`src/rtl/dram_port_arbiter_if.sv`:
```
// -----------------------------------------------------------------------------
// dram_port_arbiter_if
//
// Groups every bus signal around the DRAM port arbiter into a single bundle:
// the two 68k-style master ports, the DRAM controller side and the debug
// outputs. Signal names follow the existing board-level naming.
//
// Modports:
//   master : the environment around the arbiter. It drives the two masters'
//            select/strobes/address/write data and the DRAM controller's
//            Dtack, and observes the per-port Dtacks, the forwarded DRAM
//            strobes/address/data, Grant and ArbState.
//   slave  : the arbiter itself, the mirror image of master.
//
// Signals (all strobes active low):
//   Select0_L, AS0_L, WE0_L, UDS0_L, LDS0_L, Addr0[31:0], Data0[15:0], Dtack0_L
//       port 0 (cache controller: line fills and write-through)
//   Select1_L, AS1_L, WE1_L, UDS1_L, LDS1_L, Addr1[31:0], Data1[15:0], Dtack1_L
//       port 1 (DMA / video requester)
//   DramSelect_L, DramAS_L, DramWE_L, DramUDS_L, DramLDS_L, DramAddr[31:0],
//   DramData[15:0], DramDtack_L
//       single DRAM controller port
//   Grant[1:0]    one-hot owner of the DRAM port (bit0 = port 0, bit1 = port 1)
//   ArbState[1:0] arbiter state for debug
// -----------------------------------------------------------------------------
interface dram_port_arbiter_if;

    // Port 0: cache controller
    logic        Select0_L;
    logic        AS0_L;
    logic        WE0_L;
    logic        UDS0_L;
    logic        LDS0_L;
    logic [31:0] Addr0;
    logic [15:0] Data0;
    logic        Dtack0_L;

    // Port 1: DMA / video requester
    logic        Select1_L;
    logic        AS1_L;
    logic        WE1_L;
    logic        UDS1_L;
    logic        LDS1_L;
    logic [31:0] Addr1;
    logic [15:0] Data1;
    logic        Dtack1_L;

    // DRAM controller side
    logic        DramSelect_L;
    logic        DramAS_L;
    logic        DramWE_L;
    logic        DramUDS_L;
    logic        DramLDS_L;
    logic [31:0] DramAddr;
    logic [15:0] DramData;
    logic        DramDtack_L;

    // Ownership and debug
    logic [1:0]  Grant;
    logic [1:0]  ArbState;

    modport master (
        output Select0_L, AS0_L, WE0_L, UDS0_L, LDS0_L, Addr0, Data0,
        output Select1_L, AS1_L, WE1_L, UDS1_L, LDS1_L, Addr1, Data1,
        output DramDtack_L,
        input  Dtack0_L, Dtack1_L,
        input  DramSelect_L, DramAS_L, DramWE_L, DramUDS_L, DramLDS_L,
        input  DramAddr, DramData,
        input  Grant, ArbState
    );

    modport slave (
        input  Select0_L, AS0_L, WE0_L, UDS0_L, LDS0_L, Addr0, Data0,
        input  Select1_L, AS1_L, WE1_L, UDS1_L, LDS1_L, Addr1, Data1,
        input  DramDtack_L,
        output Dtack0_L, Dtack1_L,
        output DramSelect_L, DramAS_L, DramWE_L, DramUDS_L, DramLDS_L,
        output DramAddr, DramData,
        output Grant, ArbState
    );

endinterface

```
`src/rtl/dram_port_arbiter.sv`:
```
// -----------------------------------------------------------------------------
// dram_port_arbiter
//
// Shares the single DRAM controller port between two 68k-style bus masters.
// Port 0 is the cache controller, port 1 a DMA/video requester. One master
// owns the port at a time and keeps it for its whole bus cycle (including
// 8-word burst fills, which simply hold AS low). While it owns the port its
// strobes, address and write data are forwarded to the DRAM controller and
// the controller's Dtack is routed back to it alone. Read data from DRAM goes
// to both masters directly and does not pass through this block.
//
// Priority: port 0 wins in Idle, but while port 1 is also waiting it may win
// at most MAX_CONSEC times in a row; port 1 is then served next. Every grant
// is followed by GAP_CYCLES Release cycles with all DRAM strobes inactive, so
// ownership never passes directly from one port to the other.
//
// Parameters:
//   MAX_CONSEC  consecutive port-0 grants allowed while port 1 waits (<= 7)
//   GAP_CYCLES  Release cycles between grants (1..15)
//
// Ports:
//   Clock    system clock, rising edge
//   Reset_L  asynchronous, active-low reset
//   bus      dram_port_arbiter_if.slave: master ports, DRAM port, Grant,
//            ArbState
// -----------------------------------------------------------------------------
module dram_port_arbiter #(
    parameter int MAX_CONSEC = 4,
    parameter int GAP_CYCLES = 1
) (
    input  logic                 Clock,
    input  logic                 Reset_L,
    dram_port_arbiter_if.slave   bus
);

    // Encodings are visible on ArbState, so they are fixed explicitly.
    typedef enum logic [1:0] {
        IDLE    = 2'd0,
        GRANT0  = 2'd1,
        GRANT1  = 2'd2,
        RELEASE = 2'd3
    } arb_state_t;

    // The starvation counter is 3 bits wide and the gap counter 4 bits wide.
    localparam logic [2:0] MAX_CNT  = 3'(MAX_CONSEC);
    localparam logic [3:0] GAP_LOAD = 4'(GAP_CYCLES - 1);

    arb_state_t  state;
    logic [2:0]  starve_cnt;   // port-0 wins since port 1 last got the port
    logic [3:0]  gap_cnt;      // remaining Release cycles minus one

    logic        req0;
    logic        req1;

    // A master requests the DRAM when it is selected and has AS asserted.
    assign req0 = !bus.Select0_L && !bus.AS0_L;
    assign req1 = !bus.Select1_L && !bus.AS1_L;

    // -------------------------------------------------------------------------
    // Arbitration state machine
    // -------------------------------------------------------------------------
    always_ff @(posedge Clock or negedge Reset_L) begin
        if (!Reset_L) begin
            state      <= IDLE;
            starve_cnt <= '0;
            gap_cnt    <= '0;
        end else begin
            // NOTE: sequential state uses non-blocking assignments so every
            // register here updates from values sampled before the edge.
            case (state)
                IDLE: begin
                    if (req0 && (!req1 || starve_cnt < MAX_CNT)) begin
                        state <= GRANT0;
                        // Only a port-0 win over a waiting port 1 counts
                        // towards starvation; the count saturates.
                        if (req1 && starve_cnt != MAX_CNT) begin
                            starve_cnt <= starve_cnt + 3'd1;
                        end
                    end else if (req1) begin
                        state      <= GRANT1;
                        starve_cnt <= '0;
                    end
                end

                // The grant is held for as long as the owner keeps its
                // request up; the other port is not considered (no
                // preemption), which keeps bursts intact.
                GRANT0: begin
                    if (!req0) begin
                        state   <= RELEASE;
                        gap_cnt <= GAP_LOAD;
                    end
                end

                GRANT1: begin
                    if (!req1) begin
                        state   <= RELEASE;
                        gap_cnt <= GAP_LOAD;
                    end
                end

                // Requests are not looked at here: anything that rises and
                // falls again before Idle samples it gets no grant and does
                // not touch the starvation counter.
                RELEASE: begin
                    if (gap_cnt == '0) begin
                        state <= IDLE;
                    end else begin
                        gap_cnt <= gap_cnt - 4'd1;
                    end
                end

                default: begin
                    state <= IDLE;
                end
            endcase
        end
    end

    // -------------------------------------------------------------------------
    // Output steering
    //
    // The owner is decoded from the registered state only; the forwarded
    // strobes follow the owner's inputs combinationally so a burst sees no
    // extra pipeline delay. Outside a grant the DRAM side is parked inactive
    // and any stray DRAM Dtack is dropped.
    // -------------------------------------------------------------------------
    always_comb begin
        // NOTE: every output gets a default first, so no path through the
        // case statement can leave a latch behind.
        bus.DramSelect_L = 1'b1;
        bus.DramAS_L     = 1'b1;
        bus.DramWE_L     = 1'b1;
        bus.DramUDS_L    = 1'b1;
        bus.DramLDS_L    = 1'b1;
        bus.DramAddr     = '0;
        bus.DramData     = '0;
        bus.Dtack0_L     = 1'b1;
        bus.Dtack1_L     = 1'b1;
        bus.Grant        = 2'b00;

        case (state)
            GRANT0: begin
                bus.DramSelect_L = bus.Select0_L;
                bus.DramAS_L     = bus.AS0_L;
                bus.DramWE_L     = bus.WE0_L;
                bus.DramUDS_L    = bus.UDS0_L;
                bus.DramLDS_L    = bus.LDS0_L;
                bus.DramAddr     = bus.Addr0;
                bus.DramData     = bus.Data0;
                bus.Dtack0_L     = bus.DramDtack_L;
                bus.Grant        = 2'b01;
            end

            GRANT1: begin
                bus.DramSelect_L = bus.Select1_L;
                bus.DramAS_L     = bus.AS1_L;
                bus.DramWE_L     = bus.WE1_L;
                bus.DramUDS_L    = bus.UDS1_L;
                bus.DramLDS_L    = bus.LDS1_L;
                bus.DramAddr     = bus.Addr1;
                bus.DramData     = bus.Data1;
                bus.Dtack1_L     = bus.DramDtack_L;
                bus.Grant        = 2'b10;
            end

            default: begin
                // Idle and Release keep the parked defaults.
            end
        endcase
    end

    assign bus.ArbState = state;

endmodule

```
`src/flat_wrapper.sv`:
```
// flat-port wrapper written by rule: the top's interface ports become plain ports
module dram_port_arbiter_flat 
#(
    parameter int MAX_CONSEC = 4,
    parameter int GAP_CYCLES = 1
)
  (Clock, Reset_L, bus_Select0_L, bus_AS0_L, bus_WE0_L, bus_UDS0_L, bus_LDS0_L, bus_Addr0, bus_Data0, bus_Select1_L, bus_AS1_L, bus_WE1_L, bus_UDS1_L, bus_LDS1_L, bus_Addr1, bus_Data1, bus_DramDtack_L, bus_Dtack0_L, bus_Dtack1_L, bus_DramSelect_L, bus_DramAS_L, bus_DramWE_L, bus_DramUDS_L, bus_DramLDS_L, bus_DramAddr, bus_DramData, bus_Grant, bus_ArbState);
  dram_port_arbiter_if bus_i ();
  input  logic Clock;
  input  logic Reset_L;
  input wire logic [$bits(bus_i.Select0_L)-1:0] bus_Select0_L;
  input wire logic [$bits(bus_i.AS0_L)-1:0] bus_AS0_L;
  input wire logic [$bits(bus_i.WE0_L)-1:0] bus_WE0_L;
  input wire logic [$bits(bus_i.UDS0_L)-1:0] bus_UDS0_L;
  input wire logic [$bits(bus_i.LDS0_L)-1:0] bus_LDS0_L;
  input wire logic [$bits(bus_i.Addr0)-1:0] bus_Addr0;
  input wire logic [$bits(bus_i.Data0)-1:0] bus_Data0;
  input wire logic [$bits(bus_i.Select1_L)-1:0] bus_Select1_L;
  input wire logic [$bits(bus_i.AS1_L)-1:0] bus_AS1_L;
  input wire logic [$bits(bus_i.WE1_L)-1:0] bus_WE1_L;
  input wire logic [$bits(bus_i.UDS1_L)-1:0] bus_UDS1_L;
  input wire logic [$bits(bus_i.LDS1_L)-1:0] bus_LDS1_L;
  input wire logic [$bits(bus_i.Addr1)-1:0] bus_Addr1;
  input wire logic [$bits(bus_i.Data1)-1:0] bus_Data1;
  input wire logic [$bits(bus_i.DramDtack_L)-1:0] bus_DramDtack_L;
  output wire logic [$bits(bus_i.Dtack0_L)-1:0] bus_Dtack0_L;
  output wire logic [$bits(bus_i.Dtack1_L)-1:0] bus_Dtack1_L;
  output wire logic [$bits(bus_i.DramSelect_L)-1:0] bus_DramSelect_L;
  output wire logic [$bits(bus_i.DramAS_L)-1:0] bus_DramAS_L;
  output wire logic [$bits(bus_i.DramWE_L)-1:0] bus_DramWE_L;
  output wire logic [$bits(bus_i.DramUDS_L)-1:0] bus_DramUDS_L;
  output wire logic [$bits(bus_i.DramLDS_L)-1:0] bus_DramLDS_L;
  output wire logic [$bits(bus_i.DramAddr)-1:0] bus_DramAddr;
  output wire logic [$bits(bus_i.DramData)-1:0] bus_DramData;
  output wire logic [$bits(bus_i.Grant)-1:0] bus_Grant;
  output wire logic [$bits(bus_i.ArbState)-1:0] bus_ArbState;
  assign bus_i.Select0_L = bus_Select0_L;
  assign bus_i.AS0_L = bus_AS0_L;
  assign bus_i.WE0_L = bus_WE0_L;
  assign bus_i.UDS0_L = bus_UDS0_L;
  assign bus_i.LDS0_L = bus_LDS0_L;
  assign bus_i.Addr0 = bus_Addr0;
  assign bus_i.Data0 = bus_Data0;
  assign bus_i.Select1_L = bus_Select1_L;
  assign bus_i.AS1_L = bus_AS1_L;
  assign bus_i.WE1_L = bus_WE1_L;
  assign bus_i.UDS1_L = bus_UDS1_L;
  assign bus_i.LDS1_L = bus_LDS1_L;
  assign bus_i.Addr1 = bus_Addr1;
  assign bus_i.Data1 = bus_Data1;
  assign bus_i.DramDtack_L = bus_DramDtack_L;
  assign bus_Dtack0_L = bus_i.Dtack0_L;
  assign bus_Dtack1_L = bus_i.Dtack1_L;
  assign bus_DramSelect_L = bus_i.DramSelect_L;
  assign bus_DramAS_L = bus_i.DramAS_L;
  assign bus_DramWE_L = bus_i.DramWE_L;
  assign bus_DramUDS_L = bus_i.DramUDS_L;
  assign bus_DramLDS_L = bus_i.DramLDS_L;
  assign bus_DramAddr = bus_i.DramAddr;
  assign bus_DramData = bus_i.DramData;
  assign bus_Grant = bus_i.Grant;
  assign bus_ArbState = bus_i.ArbState;
  dram_port_arbiter #(.MAX_CONSEC(MAX_CONSEC), .GAP_CYCLES(GAP_CYCLES)) u_core (.Clock(Clock), .Reset_L(Reset_L), .bus(bus_i));
endmodule
```
`config.mk`:
```
export PLATFORM = sky130hd
export DESIGN_NAME = dram_port_arbiter_flat
export DESIGN_NICKNAME = d
export VERILOG_FILES = /design/src/rtl/dram_port_arbiter_if.sv /design/src/rtl/dram_port_arbiter.sv /design/src/flat_wrapper.sv
export SDC_FILE = /design/constraint.sdc
export NUM_CORES = 1
export LEC_CHECK = 0
export CORE_MARGIN = 2
export CORE_UTILIZATION = 29
export DETAILED_ROUTE_END_ITERATION = 8
export HOLD_SLACK_MARGIN = 0.15
export PLACE_DENSITY = 0.87
export SYNTH_ARGS = -nofsm -noshare
export SYNTH_HDL_FRONTEND = slang
export SYNTH_SLANG_ARGS = --single-unit
```
`constraint.sdc`:
```
create_clock -name Clock -period 3.4 [get_ports Clock]
set_input_delay 0.68 -clock Clock [delete_from_list [all_inputs] [get_ports Clock]]
set_output_delay 0.68 -clock Clock [all_outputs]
set_load 0.01 [all_outputs]
```
==> parameters.txt <==
Parameter                              Value

Detailed routing
  Detailed Route Iter0 Violations    112
  DR vias    slightly above 2000
  Remaining DRCs    0
  Highest metal layer with signal wires    met4
  DR WL met3    about 470 µm
  Routed met2 length    3240 µm
  First-pass iteration count of the detailed router    5
  M1 WL    2290 µm
  Number of nets with antenna violations after routing    0
  Vias per cell    slightly above 5
  Detail-routed net length per standard cell    around 16 µm
  Total Routed Length    between 6000 and 7000 µm

Global route
  Remaining global-route overflow    0
  Vias in the first global route    ~1900
  Initial antenna violation count    0
  First-pass GRT wire length    roughly 9000 µm
  Global routing usage summed across all routing layers    21.4%
  Pin count of the biggest net entering global routing    30

Power
  Lkg Pwr    ~1.2 nW
  Total power divided by cell area    830 nW/µm²
  Overall power    2.65 mW
  Max IR drop VDD    around 0.00047 V

Clock tree
  CTS tree    built
  Clock Pin Slew Worst Setup and Hold Paths    about 50 ps
  Clock root buffer master    clkbuf_8
  Number of setup buffers added after CTS    0
  Level count of the clock H-tree    1
  Resized cells post-CTS    0
  Clock sink count    9
  Count of hold-fix buffers inserted at cts    0
  Clock insertion delay at the later pin of the skew report    240 ps
  Clock Tree Buf Depth    2
  Number of buffers added by the clock tree synthesis step    3

STA
  Hold violation total from the final report    0
  Unrepaired setup endpoints after global routing    false
  Remaining max-slew budget at the tightest pin    a little over half
  Final Max Slew Viols    0
  Post-Route Setup TNS    0 ps
  Final worst clock skew    between 1 and 1.5 ps
  Final Cycle Share    93.8%
  Slew @ Worst Pin    approximately 700 ps
  Maximum achievable frequency    roughly 310 MHz
  Final critical-path required period    3190 ps
  Setup Viol. Count Final    0

Floorplan
  Site row count    25
  Area of the die    roughly 5400 µm²
  Placeable core region    around 4700 µm²
  Initial Util    a little under a third
  Horizontal die dimension    approximately 74 µm
  Number of top-level pins    168
  Chip height    around 74 µm

Yosys
  Prevailing post-synth register cell    dfrtp_1
  Yosys synthesis warning count    0
  Distinct cell type count after synthesis    27
  Nets in the synthesized netlist    between 300 and 400
  Post-synthesis cell area    ~1400 µm²
  Share of the yosys chip area belonging to registers    around 16%
  Number of instances in the synthesized netlist    188
  Post-synthesis average cell area    ~7.5 µm²
  FFs w/ async S/R, synth    100%
  Seq cells post-synth    9
  Number of enable-type register cells in the synthesized netlist    0

Place
  Port Buffer Count    167
  Post-detailed-placement half-perimeter wirelength    roughly 5100 µm
  Post-Place Cell Area    approximately 3100 µm²
  Final RePlAce weighted congestion    ~0.89
  Total placed cells including tap cells    just under 400

Worst setup path
  FF-to-FF path depth    6
  Maximum fanout along the worst path    28
  Critical path endpoint category    output port
  Critical Path Start Type    flop
  Signal arrival time at the worst endpoint    between 2000 and 3000 ps
  R2R Path Start    u_core.bus.ArbState[0]$_DFFE_PN0P_
  Worst reg2reg setup slack    between 1000 and 1500 ps
  Category of the critical setup timing path    flop to output port
  Endpoint of the worst register-to-register path    u_core.gap_cnt[3]$_DFFE_PN0P_
  WP data required    ~2700 ps

Worst hold path
  End point of the worst hold path    u_core.starve_cnt[2]$_DFFE_PN0P_
  Worst min-delay path category    flop to flop
  Hold wc startpoint    u_core.starve_cnt[2]$_DFFE_PN0P_
  Number of instances on the worst hold path    1

Outcome
  Status    finished, final reports clean

Cells and area
  Area taken by flip-flops and latches    225 µm²
  Fin area    3190 µm²
  Count of filler cells inserted in the layout    about 390
  Finished Core Util    68.0%
  Fraction of final layout cells sized beyond drive strength 1    under 10%
  Multi-input gate area    between 1000 and 1500 µm²
  Area growth from synthesis to layout    126%
  Final standard cell count with taps included and fillers excluded    ~400
  Number of antenna diodes    0
  Nets    around 470

Job
  Max-capacitance violation count    0
[layout by cell type, fill, tap and decap left out, types with 2 or more instances in the layout]
master           instances
a21oi_1                  2
a22oi_1                 54
buf_12                   3
clkbuf_8                 3
clkdlybuf4s50_1        167
dfrtp_1                  9
ha_1                     9
ha_2                     2
inv_1                    6
mux2i_1                  3
nand2_1                 11
nand2b_1                 4
nor2_1                   2
nor2b_1                 49
o21ai_0                  5
[cells in the mapped netlist (2+ instances only)]
cell | n | area, µm²
clkbuf_1 | 14 | 52.6
nor2_1 | 2 | 7.51
dfrtp_1 | 9 | 225
a22oi_1 | 54 | 405
o21ai_0 | 5 | 25.0
a21oi_1 | 2 | 10.0
nand2b_1 | 4 | 25.0
mux2i_1 | 3 | 30.0
nand2_1 | 11 | 41.3
nor2b_1 | 49 | 307
inv_1 | 6 | 22.5
ha_1 | 11 | 138
buf_1 | 4 | 15.0
[critical path, cell delays in order, from the launching register on]
cell,delay (ps)
dfrtp_1,430
inv_1,120
ha_1,750
buf_12,240
nor2b_1,130
clkdlybuf4s50_1,580
[logic make-up (layout without fill, tap and decap cells)]
logic type	count (synthesis)	after routing	share of synthesized area, %
AO/OA/AOI/OAI	67	67	34.5
multiplexers	4	4	2.93
flip-flops	9	9	16.0
adder cells (fa/ha/maj)	11	11	9.76
AND/OR/NAND/NOR	73	73	30.4
buffers and inverters	24	180	6.39
[sequential cells by signal (all words and copies together), names as in the netlist]
register,count
u_core.bus.ArbState,2
u_core.gap_cnt,4
u_core.starve_cnt,3
[area by class of cell]
cell class	instances	area share, %
well taps	54	2.12
clock buffers	4	1.41
inverters	6	0.706
multi-input cells	155	34.5
flip-flops and latches	9	7.06
repair buffers	170	54.3
[metal layers]
| metal | vias up | GRT usage [%] |
|---|---|---|
| met5 | - | 0 |
| met3 | 15 | 5.49 |
| met1 | 925 | 23.3 |
| met2 | 94 | 39.4 |
| li1 | 991 | - |
| met4 | 0 | 7.88 |
[stage by stage]
| step | hold slack, ps | worst slack [ps] |
|---|---|---|
| 6_report | 504 | 211 |
| 5_1_grt | 520 | 35.3 |
| 4_1_cts | 501 | 202 |
| 3_5_place_dp | 494 | 451 |
| 3_3_place_gp | 472 | 530 |
| 2_1_floorplan | 384 | 1080 |
[power by group]
| part | total [mW] | internal, mW | switching (mW) |
|---|---|---|---|
| clock | 0.129 | 0.0821 | 0.0466 |
| combinational | 2.34 | 1.30 | 1.04 |
| sequential | 0.185 | 0.148 | 0.0373 |
| total | 2.65 | 1.53 | 1.12 |
[worst max-delay path by stage]
stage / depth (start not counted) / to / start
2_1_floorplan: 6 / bus_DramData[10] / u_core.bus.ArbState[0]$_DFFE_PN0P_
3_3_place_gp: 5 / bus_DramAddr[25] / u_core.bus.ArbState[0]$_DFFE_PN0P_
3_5_place_dp: 5 / bus_DramAddr[20] / u_core.bus.ArbState[1]$_DFFE_PN0P_
4_1_cts: 5 / bus_DramData[15] / u_core.bus.ArbState[1]$_DFFE_PN0P_
5_1_grt: 5 / bus_DramAddr[28] / u_core.bus.ArbState[1]$_DFFE_PN0P_
6_report: 5 / bus_DramAddr[25] / u_core.bus.ArbState[1]$_DFFE_PN0P_
(Power assumes the default switching activity.)
